`config.mk`:
```
export PLATFORM = sky130hd
export DESIGN_NAME = multiply
export DESIGN_NICKNAME = d
export VERILOG_FILES = /design/src/rtl/multiply_pkg.sv /design/src/rtl/multiply_abs.sv /design/src/rtl/multiply.sv
export SDC_FILE = /design/constraint.sdc
export NUM_CORES = 1
export LEC_CHECK = 0
export CAP_MARGIN = 10
export CORE_AREA = 2 2 190 192
export DETAILED_ROUTE_END_ITERATION = 16
export DIE_AREA = 0 0 192 194
export PLACE_DENSITY_LB_ADDON = 0.3
export SETUP_SLACK_MARGIN = 0.05
export SYNTH_ARGS = -nofsm -noshare
export SYNTH_HDL_FRONTEND = slang
export SYNTH_SLANG_ARGS = --single-unit
```
`constraint.sdc`:
```
create_clock -name clk -period 5.72 [get_ports clk]
set_input_delay 0.858 -clock clk [delete_from_list [all_inputs] [get_ports clk]]
set_output_delay 0.858 -clock clk [all_outputs]
set_load 0.02 [all_outputs]
```
`src/rtl/multiply_pkg.sv`:
```
// Shared definitions for the iterative signed multiplier: FSM state
// encoding and the default operand width.
package multiply_pkg;

    localparam int MULT_WIDTH_DEFAULT = 32;

    typedef enum logic [1:0] {
        IDLE = 2'd0,
        BUSY = 2'd1,
        DONE = 2'd2
    } mult_state_t;

endpackage : multiply_pkg

```
`src/rtl/multiply_abs.sv`:
```
// Two's-complement magnitude and sign extraction. The magnitude is treated
// as unsigned, so the most negative input maps to 2^(W-1) exactly.
module multiply_abs #(
    parameter int W = 32
) (
    input  logic [W-1:0] i_value,
    output logic [W-1:0] o_magnitude,
    output logic         o_sign
);

    // Negate negative inputs; the unsigned reading of the result is the magnitude
    always_comb begin
        o_sign      = i_value[W-1];
        o_magnitude = i_value[W-1] ? (~i_value + {{(W-1){1'b0}}, 1'b1}) : i_value;
    end

endmodule : multiply_abs

```
`src/rtl/multiply.sv`:
```
// Iterative signed WIDTH x WIDTH -> 2*WIDTH shift-and-add multiplier behind a
// level-held mult_begin / mult_end handshake. One partial product per clock
// on operand magnitudes; the result sign is applied on the final iteration.
// Optional build macro: MULT_EARLY_TERM_EN -- finish as soon as the remaining
// multiplier bits are all zero instead of always running WIDTH iterations.
module multiply
    import multiply_pkg::*;
#(
    parameter int WIDTH = MULT_WIDTH_DEFAULT
) (
    input  logic                 clk,
    input  logic                 rst,
    input  logic                 mult_begin,
    input  logic [WIDTH-1:0]     mult_op1,
    input  logic [WIDTH-1:0]     mult_op2,
    output logic [2*WIDTH-1:0]   product,
    output logic                 mult_end
);

    localparam int                CNT_W     = $clog2(WIDTH + 1);
    localparam logic [CNT_W-1:0]  LAST_ITER = CNT_W'(WIDTH - 1);

    mult_state_t          r_state;
    mult_state_t          w_stateNext;

    logic [2*WIDTH-1:0]   r_multiplicand;
    logic [WIDTH-1:0]     r_multiplier;
    logic [2*WIDTH-1:0]   r_acc;
    logic [CNT_W-1:0]     r_count;
    logic                 r_sign;

    logic [WIDTH-1:0]     w_mag1;
    logic [WIDTH-1:0]     w_mag2;
    logic                 w_sign1;
    logic                 w_sign2;
    logic [2*WIDTH-1:0]   w_addend;
    logic [2*WIDTH-1:0]   w_accSum;
    logic [2*WIDTH-1:0]   w_signedResult;
    logic                 w_lastIter;

    multiply_abs #(.W(WIDTH)) u_absOp1 (
        .i_value     (mult_op1),
        .o_magnitude (w_mag1),
        .o_sign      (w_sign1)
    );

    multiply_abs #(.W(WIDTH)) u_absOp2 (
        .i_value     (mult_op2),
        .o_magnitude (w_mag2),
        .o_sign      (w_sign2)
    );

    // Partial product, running sum and the signed form of that sum for the final step
    always_comb begin
        w_addend       = r_multiplier[0] ? r_multiplicand : '0;
        w_accSum       = r_acc + w_addend;
        w_signedResult = r_sign ? (~w_accSum + {{(2*WIDTH-1){1'b0}}, 1'b1}) : w_accSum;
`ifdef MULT_EARLY_TERM_EN
        w_lastIter     = (r_multiplier[WIDTH-1:1] == '0) || (r_count == LAST_ITER);
`else
        w_lastIter     = (r_count == LAST_ITER);
`endif
    end

    // State register with synchronous reset
    always_ff @(posedge clk) begin
        if (rst) begin
            r_state <= IDLE;
        end else begin
            r_state <= w_stateNext;
        end
    end

    // Next-state logic; dropping mult_begin always returns to IDLE
    always_comb begin
        w_stateNext = r_state;
        case (r_state)
            IDLE: begin
                if (mult_begin) begin
                    w_stateNext = BUSY;
                end
            end
            BUSY: begin
                if (!mult_begin) begin
                    w_stateNext = IDLE;
                end else if (w_lastIter) begin
                    w_stateNext = DONE;
                end
            end
            DONE: begin
                if (!mult_begin) begin
                    w_stateNext = IDLE;
                end
            end
            default: w_stateNext = IDLE;
        endcase
    end

    // Output decode straight from the state register so mult_end is glitch-free
    always_comb begin
        mult_end = (r_state == DONE);
    end

    // Datapath: latch magnitudes on start, then one shift-and-add per cycle
    always_ff @(posedge clk) begin
        if (rst) begin
            r_multiplicand <= '0;
            r_multiplier   <= '0;
            r_acc          <= '0;
            r_count        <= '0;
            r_sign         <= 1'b0;
            product        <= '0;
        end else begin
            case (r_state)
                IDLE: begin
                    if (mult_begin) begin
                        r_multiplicand <= {{WIDTH{1'b0}}, w_mag1};
                        r_multiplier   <= w_mag2;
                        r_sign         <= w_sign1 ^ w_sign2;
                        r_acc          <= '0;
                        r_count        <= '0;
                    end
                end
                BUSY: begin
                    if (mult_begin) begin
                        r_acc          <= w_accSum;
                        r_multiplicand <= r_multiplicand << 1;
                        r_multiplier   <= r_multiplier >> 1;
                        r_count        <= r_count + CNT_W'(1);
                        if (w_lastIter) begin
                            product <= w_signedResult;
                        end
                    end
                end
                default: begin
                end
            endcase
        end
    end

endmodule : multiply

```
==> qor.csv <==
stage;metric;value;unit
run_status;status;complete, no violations;
global_route;largest net degree at the start of global routing;137;
cts;clk_lat worst skew;0.59;ns
cts;Sink Count;233;
timing;RSZ-0062 raised after global routing;false;
timing;final critical-path required period;5.396;ns
timing;WHS;0.4541;ns
timing;relative slew slack;24.23;%
detailed_routing;Vias/cell;6.317;
detailed_routing;Initial DRC Count;2034;
synth;complex-gate fraction of the synthesized area;27.83;%
setup_path;crit path capture type;register;
synth;Yosys top cell area share;26.82;%
layout;Layout Area Growth over Synthesis;14.69;%
global_route;vias in the first global route;16738;
global_route;initial antenna violation count;1;
placed_design;GP Congestion;1.007;
synth;largest family of logic cells by synthesized area;compound AO/OA/AOI/OAI gates;
timing;Fin. Hold Viols;0;
layout;diode count;0;
setup_path;Data required, critical path;6.19;ns
synth;Post-synth ARST share;0;%
synth;Syn Std Cell Area;0.01739;mm2
setup_path;Crit Path Class;register to register;
detailed_routing;Routed WL;62960;um
timing;crit share post-route;94.33;%
timing;count of final setup violators;0;
timing;skew final;0.02502;ns
global_route;first-pass GRT wire length;97270;um
synth;cells after synthesis;2402;
setup_path;Critical Path AT;5.87;ns
synth;mux contribution to synthesized area;1.230;%
layout;Layout Cells excl Fill;2921;
cts;TritonCTS Buffers;27;
timing;worst slew pin tran;1.137;ns
timing;TNS Setup;0;ns
cts;Root Buffer;clkbuf_16;
cts;CTS resizes;0;
floorplanning;die area;0.03725;mm2
synth;xor/xnor share of the synthesized area;7.144;%
floorplanning;Die Y;194;um
hold_path;Min-Delay Path Class;register to register;
setup_path;CP Launch Type;register;
floorplanning;Core Footprint;0.03522;mm2
placed_design;placed cell count;2872;
placed_design;HPWL Detailed;47650;um
synth;Simple-Gate Fraction of Synth Area;27.65;%
floorplanning;starting density of the core;49.37;%
synth;area leader, netlist;dfxtp_1;
timing;Slew Limit Fails;0;
cts;maximum clock path buffer count;3;
detailed_routing;DR WL/cell;21.55;um
synth;Synth cell types;92;
cts;H-tree depth;1;
layout;post-route design area;0.01995;mm2
cts;CTS Hold Bufs;0;
pwr;pwr dens;204.1;mW/mm2
placed_design;IO Port Bufs;131;
setup_path;CP Max Fanout;63;
detailed_routing;TritonRoute pass-1 iters;6;
detailed_routing;DR DRC count;0;
layout;share of cells above drive strength 1;5.854;%
timing;maximum achievable frequency;0.1853;GHz
pwr;VDD IR max;0.2274;mV
synth;net count after synthesis;2537;
placed_design;Place WS;0.4917;ns
synth;ys flop type;dfxtp_1;
synth;Yosys warning total;0;
synth;top cells by area in the synthesized netlist;dfxtp_1, nand2_1, a21oi_1;
global_route;total track usage;33.26;%
detailed_routing;vias post-DR;18452;
cts;CTS tree;built;
global_route;gr ovfl total;0;
synth;Post-Synth Adder-Cell Area;4.936;%
synth;sequential share of the synthesized area;26.82;%
layout;Fill cells;3364;
cts;clk slew on worst S/H paths;0.06;ns
floorplanning;row count;69;
synth;syn_area_per_cell;7.240;um2
detailed_routing;Final ANT Viol Nets;0;
synth;Synth Register Bits;233;
placed_design;Cell Area, Placed;0.01902;mm2
pwr;P_leak;7.427;nW
floorplanning;die width;192;um
cts;postcts setup bufs;0;
floorplanning;I/O Pins;132;
timing;setup ws final;0.3242;ns
synth;number of flops mapped to enable cells by yosys;0;
job;Max Cap Violations;0;
layout;final net count;2575;
==> synthesized netlist by cell type, types with 8 or more instances <==
| master | n |
|---|---|
| xnor2_1 | 38 |
| and2_1 | 84 |
| or3_1 | 33 |
| dfxtp_1 | 233 |
| mux2i_1 | 18 |
| a21oi_1 | 209 |
| o31ai_1 | 38 |
| buf_2 | 16 |
| or4_1 | 24 |
| xor2_1 | 102 |
| or2_2 | 13 |
| o21a_1 | 14 |
| o41ai_1 | 23 |
| and3_1 | 8 |
| a21o_1 | 33 |
| nor4_1 | 23 |
| a31oi_1 | 12 |
| buf_1 | 13 |
| nor3_1 | 45 |
| inv_1 | 21 |
| o211ai_1 | 21 |
| nand3_1 | 66 |
| nor3b_1 | 11 |
| o21ai_0 | 152 |
| o21ai_1 | 8 |
| clkbuf_1 | 140 |
| and4_1 | 10 |
| nand2_1 | 361 |
| nor2_1 | 234 |
| a211oi_1 | 75 |
| a2111oi_0 | 10 |
| nand4_1 | 50 |
| a22oi_1 | 64 |
| o21bai_1 | 8 |
| ha_1 | 67 |
| nand2b_1 | 8 |
==> worst max-delay path, cell delays in order (launching register included) <==
cell and delay, ns:
dfxtp_1 0.34, buf_12 0.20, and2_1 0.17, ha_1 0.49, nand4_1 0.35, nor3_1 0.58, nor3_1 0.17, a21oi_1 0.56
a21oi_1 0.15, a211oi_1 0.86, a2111oi_2 0.11, buf_4 0.21, nand2_1 0.32, o21ai_0 0.13, buf_4 0.20, xor2_1 0.16
a211oi_1 0.28
==> state kept, by name, summed over array words and instances (netlist names) <==
name	count
r_multiplicand	64
r_state	2
r_acc	64
r_sign	1
r_count	6
product	64
r_multiplier	32
==> power by group <==
part           leakage (nW)  switching (W)  internal (W)  total (W)
logic                  5.09       0.000341      0.000199   0.000539
registers              1.89      0.0000393       0.00166    0.00169
clock network         0.453       0.000769       0.00107    0.00184
total                  7.43        0.00115       0.00292    0.00407
==> layout by cell type, fill, tap and decap left out, drive strengths merged, types with 47 or more instances in the layout <==
cell type	netlist	routed
nor3	47	47
and2	85	85
a22oi	64	64
nand4	50	50
nand3	67	67
a211oi	75	75
xor2	103	103
nand2	362	362
dfxtp	233	233
o21ai	160	160
nor2	234	234
ha	67	67
buf	32	51
clkdlybuf4s50	0	130
a21oi	214	214
==> routing by layer <==
metal,GRT usage (%),routed length (um)
met3,7.131,5970
met1,48.75,28970
met2,48.86,26160
met5,0,0
met4,9.132,1859
==> area by class of cell <==
type | instances | area (um2) | share of cell area (%)
Sequential cell | 233 | 4669 | 23.41
Inverter | 21 | 78.83 | 0.3952
Timing Repair Buffer | 181 | 1713 | 8.588
Clock buffer | 30 | 696.9 | 3.494
Tap cell | 461 | 576.8 | 2.892
Clock inverter | 19 | 229.0 | 1.148
Multi-Input combinational cell | 1976 | 11980 | 60.07
==> kinds of logic after synthesis <==
kind of cell               after synthesis
DFF                                    233
buffers and inverters                  193
and+or+nand+nor                       1003
adders and majority gates               68
xor gates and xnor gates               141
muxes                                   21
AOI/OAI and AO/OA                      743
==> final timing paths <==
| kind | startpoint | end | slack [ns] | depth (start not counted) |
|---|---|---|---|---|
| setup reg to reg | r_multiplier[0] | product[39] | 0.32 | 16 |
| hold reg to reg | r_multiplier[21] | r_multiplier[21] | 0.45 | 2 |
| hold / removal | r_multiplier[21] | r_multiplier[21] | 0.45 | 2 |
| setup / recovery | r_multiplier[0] | product[39] | 0.32 | 16 |
==> metrics by stage <==
stage	util [%]	total power, W
2_1_floorplan	-	0.002061
3_3_place_gp	54.00	0.002250
3_5_place_dp	54.00	0.002259
4_1_cts	56.62	0.004101
5_1_grt	56.62	0.004217
6_report	56.62	0.004072
No activity file was read; power rests on OpenSTA's default activity.
